## src/rtl/macc_pkg.sv

```systemverilog
// ============================================================================
//  Module   : macc_pkg
//  Brief    : Shared MACC datapath constants and FSM state encoding.
//  Revision : 1.0 - initial release
// ============================================================================
`default_nettype none

package macc_pkg;

    localparam int MACC_OPW = 5;

    typedef enum logic [1:0] {
        ST_IDLE  = 2'd0,
        ST_SHIFT = 2'd1,
        ST_DONE  = 2'd2
    } state_t;

endpackage

`default_nettype wire

```

## src/rtl/tc_bit_cell.sv

```systemverilog
// ============================================================================
//  Module   : tc_bit_cell
//  Brief    : One-bit copy-until-first-one / invert-thereafter decode cell.
//  Revision : 1.0 - initial release
// ============================================================================
`default_nettype none

module tc_bit_cell (
    input  logic clk,
    input  logic rst,
    input  logic clr,
    input  logic en,
    input  logic neg,
    input  logic b,
    output logic r
);

    logic r_seen_one;

    always_ff @(posedge clk) begin
        if (rst || clr) begin
            r_seen_one <= 1'b0;
        end else if (en && neg && b) begin
            r_seen_one <= 1'b1;
        end
    end

    // The first one of a negative word is copied; only later bits invert.
    assign r = b ^ (neg & r_seen_one);

endmodule

`default_nettype wire

```

## src/rtl/tc2sm_serial.sv

```systemverilog
// ============================================================================
//  Module   : tc2sm_serial
//  Brief    : Bit-serial two's-complement to sign-magnitude converter.
//  Revision : 1.0 - initial release
// ============================================================================
`default_nettype none

module tc2sm_serial
    import macc_pkg::*;
#(
    parameter int W = MACC_OPW
) (
    input  logic         clk,
    input  logic         rst,
    input  logic         in_valid,
    output logic         in_ready,
    input  logic [W-1:0] in_data,
    output logic         out_valid,
    input  logic         out_ready,
    output logic         out_sign,
    output logic [W-1:0] out_mag,
    output logic         busy
);

    localparam int                  c_CNT_W = $clog2(W);
    localparam logic [c_CNT_W-1:0]  c_LAST  = c_CNT_W'(W - 1);

    state_t               r_state;
    state_t               w_next;
    logic [W-1:0]         r_sreg;
    logic [W-1:0]         r_mag;
    logic                 r_sign;
    logic [c_CNT_W-1:0]   r_cnt;
    logic                 w_accept;
    logic                 w_shift;
    logic                 w_last;
    logic                 w_bit;

    assign in_ready  = (r_state == ST_IDLE) && !rst;
    assign w_accept  = in_valid && in_ready;
    assign w_shift   = (r_state == ST_SHIFT);
    assign w_last    = (r_cnt == c_LAST);

    assign out_valid = (r_state == ST_DONE);
    assign out_sign  = r_sign;
    assign out_mag   = r_mag;
    assign busy      = (r_state != ST_IDLE);

    always_comb begin
        w_next = r_state;
        case (r_state)
            ST_IDLE:  if (w_accept)  w_next = ST_SHIFT;
            ST_SHIFT: if (w_last)    w_next = ST_DONE;
            ST_DONE:  if (out_ready) w_next = ST_IDLE;
            default:                 w_next = ST_IDLE;
        endcase
    end

    always_ff @(posedge clk) begin
        if (rst) begin
            r_state <= ST_IDLE;
        end else begin
            r_state <= w_next;
        end
    end

    tc_bit_cell u_cell (
        .clk (clk),
        .rst (rst),
        .clr (w_accept),
        .en  (w_shift),
        .neg (r_sign),
        .b   (r_sreg[0]),
        .r   (w_bit)
    );

    // Magnitude fills from the top so bit 0 lands in place after W shifts.
    always_ff @(posedge clk) begin
        if (rst) begin
            r_sreg <= '0;
            r_mag  <= '0;
            r_sign <= 1'b0;
            r_cnt  <= '0;
        end else if (w_accept) begin
            r_sreg <= in_data;
            r_sign <= in_data[W-1];
            r_cnt  <= '0;
        end else if (w_shift) begin
            r_sreg <= {1'b0, r_sreg[W-1:1]};
            r_mag  <= {w_bit, r_mag[W-1:1]};
            r_cnt  <= w_last ? '0 : r_cnt + c_CNT_W'(1);
        end
    end

endmodule

`default_nettype wire

```

## config.mk

```make
export PLATFORM = sky130hd
export DESIGN_NAME = tc2sm_serial
export DESIGN_NICKNAME = d
export VERILOG_FILES = /design/src/rtl/macc_pkg.sv /design/src/rtl/tc_bit_cell.sv /design/src/rtl/tc2sm_serial.sv
export SDC_FILE = /design/constraint.sdc
export NUM_CORES = 1
export LEC_CHECK = 0
export BUFFER_PORTS_ARGS = -buffer_cell sky130_fd_sc_hd__buf_2
export CAP_MARGIN = 20
export CORE_MARGIN = 1
export CORE_UTILIZATION = 40
export CTS_BUF_LIST = sky130_fd_sc_hd__clkbuf_16
export DETAILED_ROUTE_END_ITERATION = 10
export PLACE_DENSITY = 0.66
export SKIP_CTS_REPAIR_TIMING = 1
export SLEW_MARGIN = 10
export SYNTH_ARGS = -nofsm -noshare
export SYNTH_HDL_FRONTEND = slang
export SYNTH_HIERARCHICAL = 1
export SYNTH_SLANG_ARGS = --single-unit
```

## constraint.sdc

```tcl
create_clock -name clk -period 1.62 [get_ports clk]
set_input_delay 0.162 -clock clk [delete_from_list [all_inputs] [get_ports clk]]
set_output_delay 0.162 -clock clk [all_outputs]
set_load 0.01 [all_outputs]
```

[Word-level counts from Yosys, hierarchy flattened]
Index checks and enable logic that the tools add are counted.
Cells by class
  eq/ne operators: 6
  muxes and demuxes: 7
  reduce and logical (&&, ||, !) cells: 12
  bitwise operators: 3
  add/subtract/negate cells: 1
Operators by type and width (number)
  $mux W5: 2
  $mux W2: 3
  $pmux W2 S3: 1
  $logic_and A1 B1 Y1: 4
  $ne A2 B1 Y1 const B: 2
  $reduce_bool A2 Y1: 2
  $add A3 B1 Y3 const B: 1
  $eq A3 B3 Y1 const B: 1
  $mux W3: 1
  $reduce_and A3 Y1: 1
  $eq A2 B1 Y1 const B: 1
  $eq A2 B2 Y1 const B: 1
  $logic_not A2 Y1: 1
  $ne A2 B2 Y1 const B: 1
  $reduce_and A2 Y1: 1
  $reduce_or A2 Y1: 1
  $and A1 B1 Y1: 1
  $logic_not A1 Y1: 1
  $logic_or A1 B1 Y1: 1
  $not A1 Y1: 1
  $xor A1 B1 Y1: 1
Storage, ports and cells
  register bits: 17
  output and inout port bits: 9

[Longest topological paths before layout]
Gate-level depths: netlist of the first run.
  word-level depth: 5
  depth in mapped cells: 5
  mapped depth without buffers: 5

[Modules after synthesis]
Netlist of the first run, hierarchy kept.
Modules (own cells, without submodules)
  tc2sm_serial: sequential area each 320.3 sq um, area an instance 691.9 sq um, times used 1, cells each 86
  tc_bit_cell: sequential area each 20.0 sq um, area an instance 48.8 sq um, times used 1, cells each 5

[Least setup slack after synthesis of the first run]
Ideal clock, no wire load.
  kind: reg2reg
  from: register r_state[1]
  to: register r_sreg[0]
  required time: 1.534 ns
  stages on the path, launching flop included: 6
  arrival time: 1.260 ns
  path slack: 0.275 ns
  cells stage by stage: dfxtp_1 > or4b_1 > buf_6 > clkinv_8 > a21oi_1 > a211oi_1
Between the ends
  cells in the longest elaborated chain, start to end: 4
  elaborated cells between the ends (all ways): 6
  those cells by class: eq/ne (1); mux (1); reduce/logical (4)
RTL lines
  start, declared: line tc2sm_serial.sv:28  | state_t r_state;
  start signal, assigned: line tc2sm_serial.sv:63  | r_state <= w_next;
  $logic_not A2 Y1 (*): line tc2sm_serial.sv:39  | assign in_ready = (r_state == ST_IDLE) && !rst;
  $logic_and A1 B1 Y1 (*): line tc2sm_serial.sv:39
  $logic_and A1 B1 Y1 (*): line tc2sm_serial.sv:40  | assign w_accept = in_valid && in_ready;
  net w_accept: line tc2sm_serial.sv:34  | logic w_accept;
  $mux W5 or $reduce_bool A2 Y1 (tied branches)
  end signal, assigned: line tc2sm_serial.sv:85  | r_sreg <= in_data;
  end signal, assigned: line tc2sm_serial.sv:89  | r_sreg <= {1'b0, r_sreg[W-1:1]};
  end, declared: line tc2sm_serial.sv:30  | logic [W-1:0] r_sreg;
Mark *: on every way through the listed nets, which the timed path passes. The rest lies on a longest branch.
A chain may end at the register's enable or synchronous reset.

[Worst setup path in the final report of the first run]
  from: register r_state[0]
  to: register r_sreg[2]
Same word-level chain as after synthesis.

==> metrics list, run 1 <==
* Crit path arrival time: 1670 ps
- Kind of start point of the critical path: flop
- In the final timing run, aggregate negative setup slack is 0 ps.
- The initial antenna violation count was 0.
- Die Y: 45.0 um
* Post-CTS clock slew at the launch and capture registers of the worst setup and hold paths: 50 ps
* Sequential cell area: 340 sq um
* CTS tree: done
* Relative slew slack: 75.6%
* Synthesis-to-finish area growth: 26.2%
- Yosys printed 6 warnings.
- Share of the yosys chip area belonging to registers: 45.9%
- Via count of the first global-routing pass: 587
- Between clock sinks in the finished design, the worst skew comes to 1.22 ps.
- Derived from the worst setup path, the maximum achievable clock frequency is 663 MHz.
* Multi-input combinational cell area: 338 sq um
- In this run the worst path has a maximum fanout of 6.
* Routed length per instance: 10.8 um
* Final hold violation count: 0
- Peak VDD IR: 0.000700 V
* WS Path Type: reg2reg
- Cell at the slowest stage of the critical path: sky130_fd_sc_hd__or4b_1
- Crit path required time: 1790 ps
* Dpl hpwl: 1070 um
- The analysis attributes to cell leakage a power of 0.403 nW.
- The completed layout was analyzed and its total power is 1.02 mW.
- Setup-violating endpoint count in the final report: 0
- Tightest Hold Check Type: in2reg
* Clock tree root driver cell: sky130_fd_sc_hd__clkbuf_16
* Number of DRC markers after the initial detailed-route iteration: 12
* Remaining design rule violation count: 0
- Counting the buffers created by CTS gives 3.
- Total Wirelength: 1470 um
- At the pin with the least slew margin, the transition time is 365 ps.
- Final worst path period share: 93.1%
* Number of vias per cell: 4.86
- Detailed routing inserted a total of 661 vias.
- Entering global routing, the biggest net connects 16 pins.
- The total overflow left after global routing is 0.
* Max Buffers Root-to-Sink: 2
- Number of antenna-violating nets in the routed design: 0
* Die Wd: 45.0 um
* Total of flip-flops plus latches after synthesis: 17
- First-pass GRT wire length: 2370 um
- DRT Pass-1 Iters: 4
* Power density of the placed cells: 1090 nW/um^2
* H-tree lvl count: 1
- The worst setup path is captured at a flop.
- The core region is 1730 sq um.
- The floorplan has 15 rows.
- Fillcell total: 184
- Synthesized instance count: 91
- Clock latency on the worst-skew pair, taken at its later pin, is 250 ps.
* Maxcap violations: 0
- The cell area that synthesis handed to floorplanning was 741 sq um.
- The number of nets in the synthesized netlist is 102.
- Average instance area after synthesis: 8.14 sq um
* Cell breakdown of the critical path: or4b_1 > clkinv_8 > a21oi_1 > a211oi_1
* Post-layout util: 54.1%
* Cell variety after synth: 25
- Ports placed on the boundary: 18
- After the last flow step, the layout net total stands at 123.
* Die Area: 2030 sq um
- The number of antenna diodes in the final layout is 0.
- The flow ran to the end, and the final reports show no timing, DRC or antenna violations.
* GR met2 Demand/Resource: 26.4%
- Once the floorplan was initialized, standard cells occupied 42.9% of the core.
- For met3 alone, demand over resource in global routing was 6.00%.
- The number of slew-limit violations in the final report is 0.
- RSZ-0062 raised after global routing: no
- Clk sinks: 17
- Buffers placed on the I/O ports in this run total 17.
- On the worst path, the slowest cell contributes a delay of 710 ps.
- Layer with the highest usage after global routing: met2
- RePlAce Congestion: 0.810
- GR met1 Demand/Resource: 19.1%
* Min Clock Period, post-route: 1510 ps
- GRT Util Overall: 16.3%
- Share of cells above drive strength 1: 23.4%
-- metrics by stage --
step           cells  hold WS, ps  setup slack (ps)  instance area, sq um
6_report         136          161               111                   935
2_1_floorplan     91          233               275                   741
5_1_grt          136          177              38.9                   935
3_5_place_dp     132          411               106                   856
4_1_cts          136          158              92.7                   935
3_3_place_gp     132          406               149                   856
-- path summary, 6_finish.rpt --
check / start / end / slack, ps / cells after the start
setup reg to reg: r_state[0] / r_sreg[2] / 110 / 4
setup / recovery: r_state[0] / r_sreg[2] / 110 / 4
hold / removal: in_data[4] / out_sign / 160 / 3
hold reg to reg: out_mag[0] / out_mag[0] / 450 / 2
-- placed cells by master (no fill, tap or decap) --
master and n:
sky130_fd_sc_hd__a32oi_1 1, sky130_fd_sc_hd__nand2b_1 1, sky130_fd_sc_hd__dfxtp_1 17, sky130_fd_sc_hd__a21oi_1 14, sky130_fd_sc_hd__clkinv_8 1, sky130_fd_sc_hd__ha_1 2
sky130_fd_sc_hd__nor3_1 1, sky130_fd_sc_hd__clkbuf_16 3, sky130_fd_sc_hd__nand3b_1 1, sky130_fd_sc_hd__or4b_1 1, sky130_fd_sc_hd__a31oi_1 1, sky130_fd_sc_hd__a21o_1 1
sky130_fd_sc_hd__nor3_2 1, sky130_fd_sc_hd__nor2_1 8, sky130_fd_sc_hd__inv_1 7, sky130_fd_sc_hd__buf_4 3, sky130_fd_sc_hd__and2b_1 1, sky130_fd_sc_hd__o21ai_1 1
sky130_fd_sc_hd__a211oi_2 1, sky130_fd_sc_hd__buf_2 17, sky130_fd_sc_hd__nand3_1 2, sky130_fd_sc_hd__xnor2_1 1, sky130_fd_sc_hd__a211oi_1 3, sky130_fd_sc_hd__nand2_1 20
sky130_fd_sc_hd__o21ai_0 2
-- report_power, final --
group / internal (mW) / switching [mW] / total, mW
combinational: 0.0375 / 0.0542 / 0.0918
sequential: 0.434 / 0.0118 / 0.446
clock: 0.328 / 0.157 / 0.485
-- synth_stat cells --
library cell / number / share of area [%]
sky130_fd_sc_hd__a211oi_1: 3 / 3.0
sky130_fd_sc_hd__nor3_2: 1 / 1.4
sky130_fd_sc_hd__clkinv_8: 1 / 2.2
sky130_fd_sc_hd__nand2b_1: 1 / 0.85
sky130_fd_sc_hd__inv_1: 6 / 3.0
sky130_fd_sc_hd__dfxtp_1: 17 / 46
sky130_fd_sc_hd__a31oi_1: 1 / 0.85
sky130_fd_sc_hd__nor3_1: 1 / 0.68
sky130_fd_sc_hd__or4b_1: 1 / 1.4
sky130_fd_sc_hd__nand2_1: 20 / 10
sky130_fd_sc_hd__ha_1: 2 / 3.4
sky130_fd_sc_hd__xnor2_1: 1 / 1.2
sky130_fd_sc_hd__a21o_1: 1 / 1.0
sky130_fd_sc_hd__nand3b_1: 1 / 1.0
sky130_fd_sc_hd__o21ai_1: 1 / 0.68
sky130_fd_sc_hd__clkbuf_1: 2 / 1.0
sky130_fd_sc_hd__o21ai_0: 2 / 1.4
sky130_fd_sc_hd__a21oi_1: 14 / 9.5
sky130_fd_sc_hd__a211oi_2: 1 / 1.7
sky130_fd_sc_hd__nor2_1: 8 / 4.1
sky130_fd_sc_hd__a32oi_1: 1 / 1.2
sky130_fd_sc_hd__nand3_1: 2 / 1.4
sky130_fd_sc_hd__and2b_1: 1 / 1.0
sky130_fd_sc_hd__buf_2: 1 / 0.68
sky130_fd_sc_hd__buf_6: 1 / 1.5
-- kinds of logic (layout without fill, tap and decap cells) --
logic type,Yosys count,count (layout),synth area share [%]
and+or+nand+nor,36,36,21.8
AOI/OAI and AO/OA,24,24,19.3
xor gates and xnor gates,1,1,1.18
adders and majority gates,2,2,3.38
buffers and inverters,11,31,8.45
DFF,17,17,45.9
-- registers in the layout, indices dropped and copies added (netlist names) --
signal             cells
out_mag                5
r_sreg                 5
r_cnt                  3
r_state                2
out_sign               1
u_cell/r_seen_one      1
-- worst max-delay path, delay by kind of cell (launching register included) --
| family | cells | cell delay [ps] |
|---|---|---|
| buffers and inverters | 1 | 120 |
| and+or+nand+nor | 1 | 710 |
| DFF | 1 | 350 |
| AOI/OAI and AO/OA | 2 | 250 |
-- final cells by class --
cell class / instances / area share (%)
clock inverters: 1 / 0.402
repair buffers: 20 / 11.5
well taps: 25 / 3.35
inverters: 7 / 4.15
clock buffers: 3 / 8.03
flip-flops and latches: 17 / 36.4
multi-input cells: 63 / 36.1
-- routing by layer --
metal / part of all wire, % / wire (um)
met2: 45 / 666
met5: 0 / 0
met1: 48 / 710
met3: 5.0 / 73
met4: 1.5 / 22
Note: power is estimated with default switching activity, not from simulation.
==> run 2, diff against run 1 <==
BUFFER_PORTS_ARGS = default   (was -buffer_cell sky130_fd_sc_hd__buf_2)
DONT_BUFFER_PORTS = 1   (was default)
PLACE_DENSITY = 0.57   (was 0.66)
==> run 2 against run 1 <==
Effect of this change: register-to-register slack better by 140 ps; combinational power decreased by 14%; largest cell class is now multi-input gates; clock power increased by 2%; highest routed layer unchanged; final cell count is 12% lower; utilization shrank 4.1 points; die area did not move; fmax rose by 9.9%; sequential share of layout area up 3.0 points.
==> metrics list, run 2 (same netlist as run 1, synthesis figures left out) <==
* Synthesis-to-finish area growth: 16.7%
- Clock latency on the worst-skew pair: 250 ps (about the same)
- Pins Over Slew Limit: 0 (unchanged)
- The sum of negative setup slack came to 0 ps (unchanged).
* Antenna cell count: 0 (unchanged)
- The final core utilization was 50.1% (-4.1 points).
- The biggest fanout along the worst timing path is 6 (unchanged).
* Post-route setup slack: 246 ps (+135 ps)
- The clock network fraction of design power came to 48.5% (+1.1 points).
- Clock tree skew after final layout: 2.09 ps (+0.867 ps)
- RSZ-0062 raised after global routing: no
- Total Wirelength: 1430 um (-2.6%)
- The combinational fraction of design power is 7.8% (-1.2 points).
- The worst setup path is of the reg2reg kind.
* Most common cell after layout, fill and taps aside: sky130_fd_sc_hd__nand2_1
* Die Y: 45.0 um (unchanged)
- The number of levels the H-tree was split into came to 1 (unchanged).
- Sw frac: 22.0% (+0.16 points)
* Cell internal power dissipation: 0.794 mW (-0.54%)
* Share of cells above drive strength 1: 11.6% (-12 points)
- The arrival time at the worst endpoint is 1540 ps (-130 ps).
* Leakage: 0.328 nW (-19%)
- RePlAce Congestion: 0.720 (-11%)
- The count of vias placed by the detailed router was 584 (-12%).
* Die Area: 2030 sq um (unchanged)
- Pin count of the biggest net entering global routing: 17 (+1)
- Kind of start point of the critical path: flop
* Relative slew slack: 66.4% (-9.3 points)
- The run finished with clean final reports.
* Part of the total power dissipated in sequential elements: 43.7% (about the same)
- Crit path required time: 1780 ps (about the same)
- Tightest Hold Check Type: in2reg
- The average via count per standard cell came to 4.87 (+0.13%).
* Initial Util: 42.9% (unchanged)
* Clk sinks: 17 (unchanged)
- Worst Tran Pin Value: 503 ps (+137 ps)
* Dpl hpwl: 993 um (-7.2%)
- The max-cap violation count is 0 (unchanged).
- Core area: 1730 sq um (unchanged)
- The final count of negative-setup-slack endpoints is 0 (unchanged).
- The net switching power was 0.224 mW (+0.41%).
* Setup slack after placement: 100 ps (-5.70 ps)
* Via count of the first global-routing pass: 538 (-8.3%)
* Ports placed on the boundary: 18 (unchanged)
- TritonCTS built the clock tree.
- The total power divided by cell area was 1180 nW/um^2 (+7.7%).
* Leading cell types in the layout, fill and taps excluded: 20 x sky130_fd_sc_hd__nand2_1, 17 x sky130_fd_sc_hd__dfxtp_1, 14 x sky130_fd_sc_hd__a21oi_1, 8 x sky130_fd_sc_hd__nor2_1, 6 x sky130_fd_sc_hd__inv_1
- The routed length per instance came to 12.0 um (+10%).
* Number of antenna-violating nets in the routed design: 0 (unchanged)
* Min Clock Period, post-route: 1370 ps (-135 ps)
* First-pass GRT wire length: 2300 um (-2.6%)
* Post-CTS clock slew at the launch and capture registers of the worst setup and hold paths: 50 ps (about the same)
* Final worst path period share: 84.8% (-8.4 points)
- The initial antenna violation count came to 0 (unchanged).
* Port Buffer Count: 0 (-17)
* Number of DRC markers after the initial detailed-route iteration: 12 (unchanged)
- Endpoint kind of the worst setup timing path: flop
* GRT Util Overall: 16.9% (+0.60 points)
- The maximum clock rate was 728 MHz (+9.9%).
- Total overflow reported by the global router: 0 (unchanged)
- Final net count: 107 (-13%)
* Standard-cell rows: 15 (unchanged)
- Die Wd: 45.0 um (unchanged)
- Peak VDD IR: 0.000950 V (+36%)
- The tree is rooted in a sky130_fd_sc_hd__clkbuf_16.
- The clock buffer count from CTS came to 3 (unchanged).
* Final hold violation count: 0 (unchanged)
- Max Buffers Root-to-Sink: 2 (unchanged)
- The post-route DRC violation count was 0 (unchanged).
* DRT Pass-1 Iters: 4 (unchanged)
==> run 2: worst max-delay path, stage by stage (launching register included) <==
cell and delay [ps]:
sky130_fd_sc_hd__dfxtp_1 330, sky130_fd_sc_hd__or4b_4 620, sky130_fd_sc_hd__clkinv_8 80, sky130_fd_sc_hd__a21oi_1 40, sky130_fd_sc_hd__a211oi_1 220
==> run 2: worst paths after layout <==
path	end	cells past startpoint	slack (ps)	start
worst max-delay path	r_sreg[2]	4	250	r_state[1]
worst min-delay path	out_sign	2	80	in_data[4]
worst max register to register	r_sreg[2]	4	250	r_state[1]
worst min register to register	r_sreg[0]	2	460	r_sreg[1]
==> run 2: cell type report <==
| class | count | area [sq um] |
|---|---|---|
| Sequential cell | 17 | 340 |
| Multi-Input combinational cell | 63 | 342 |
| Tap cell | 25 | 31.3 |
| Clock inverter | 1 | 5.00 |
| Fill cell | 173 | 862 |
| Clock buffer | 3 | 75.1 |
| Inverter | 7 | 38.8 |
| Timing Repair Buffer | 4 | 32.5 |
==> run 2: metal layers <==
metal  wire [um]  global-route usage, %  up-vias
met5           0                      0        -
met4          23                   9.09        0
met3         114                   8.40        4
met2         649                   25.5       17
met1         646                   19.4      251
li1            -                      -      312
==> run 2: through the flow <==
stage | cells | area, sq um | hold WS (ps) | power [mW]
5_1_grt | 120 | 865 | 97.6 | 1.06
6_report | 120 | 865 | 81.2 | 1.02
2_1_floorplan | 91 | 741 | 233 | 0.513
3_3_place_gp | 115 | 771 | 229 | 0.525
4_1_cts | 119 | 851 | -33.5 | 1.03
3_5_place_dp | 115 | 771 | 231 | 0.525
==> run 2: power by group through the flow <==
stage	Sequential, mW	Combinational (mW)	Clock [mW]
final	0.445	0.0790	0.494
after global placement	0.454	0.0709	0
after CTS	0.445	0.0716	0.509
after global routing	0.447	0.0912	0.522
after floorplan	0.452	0.0602	0
after detailed placement	0.454	0.0714	0
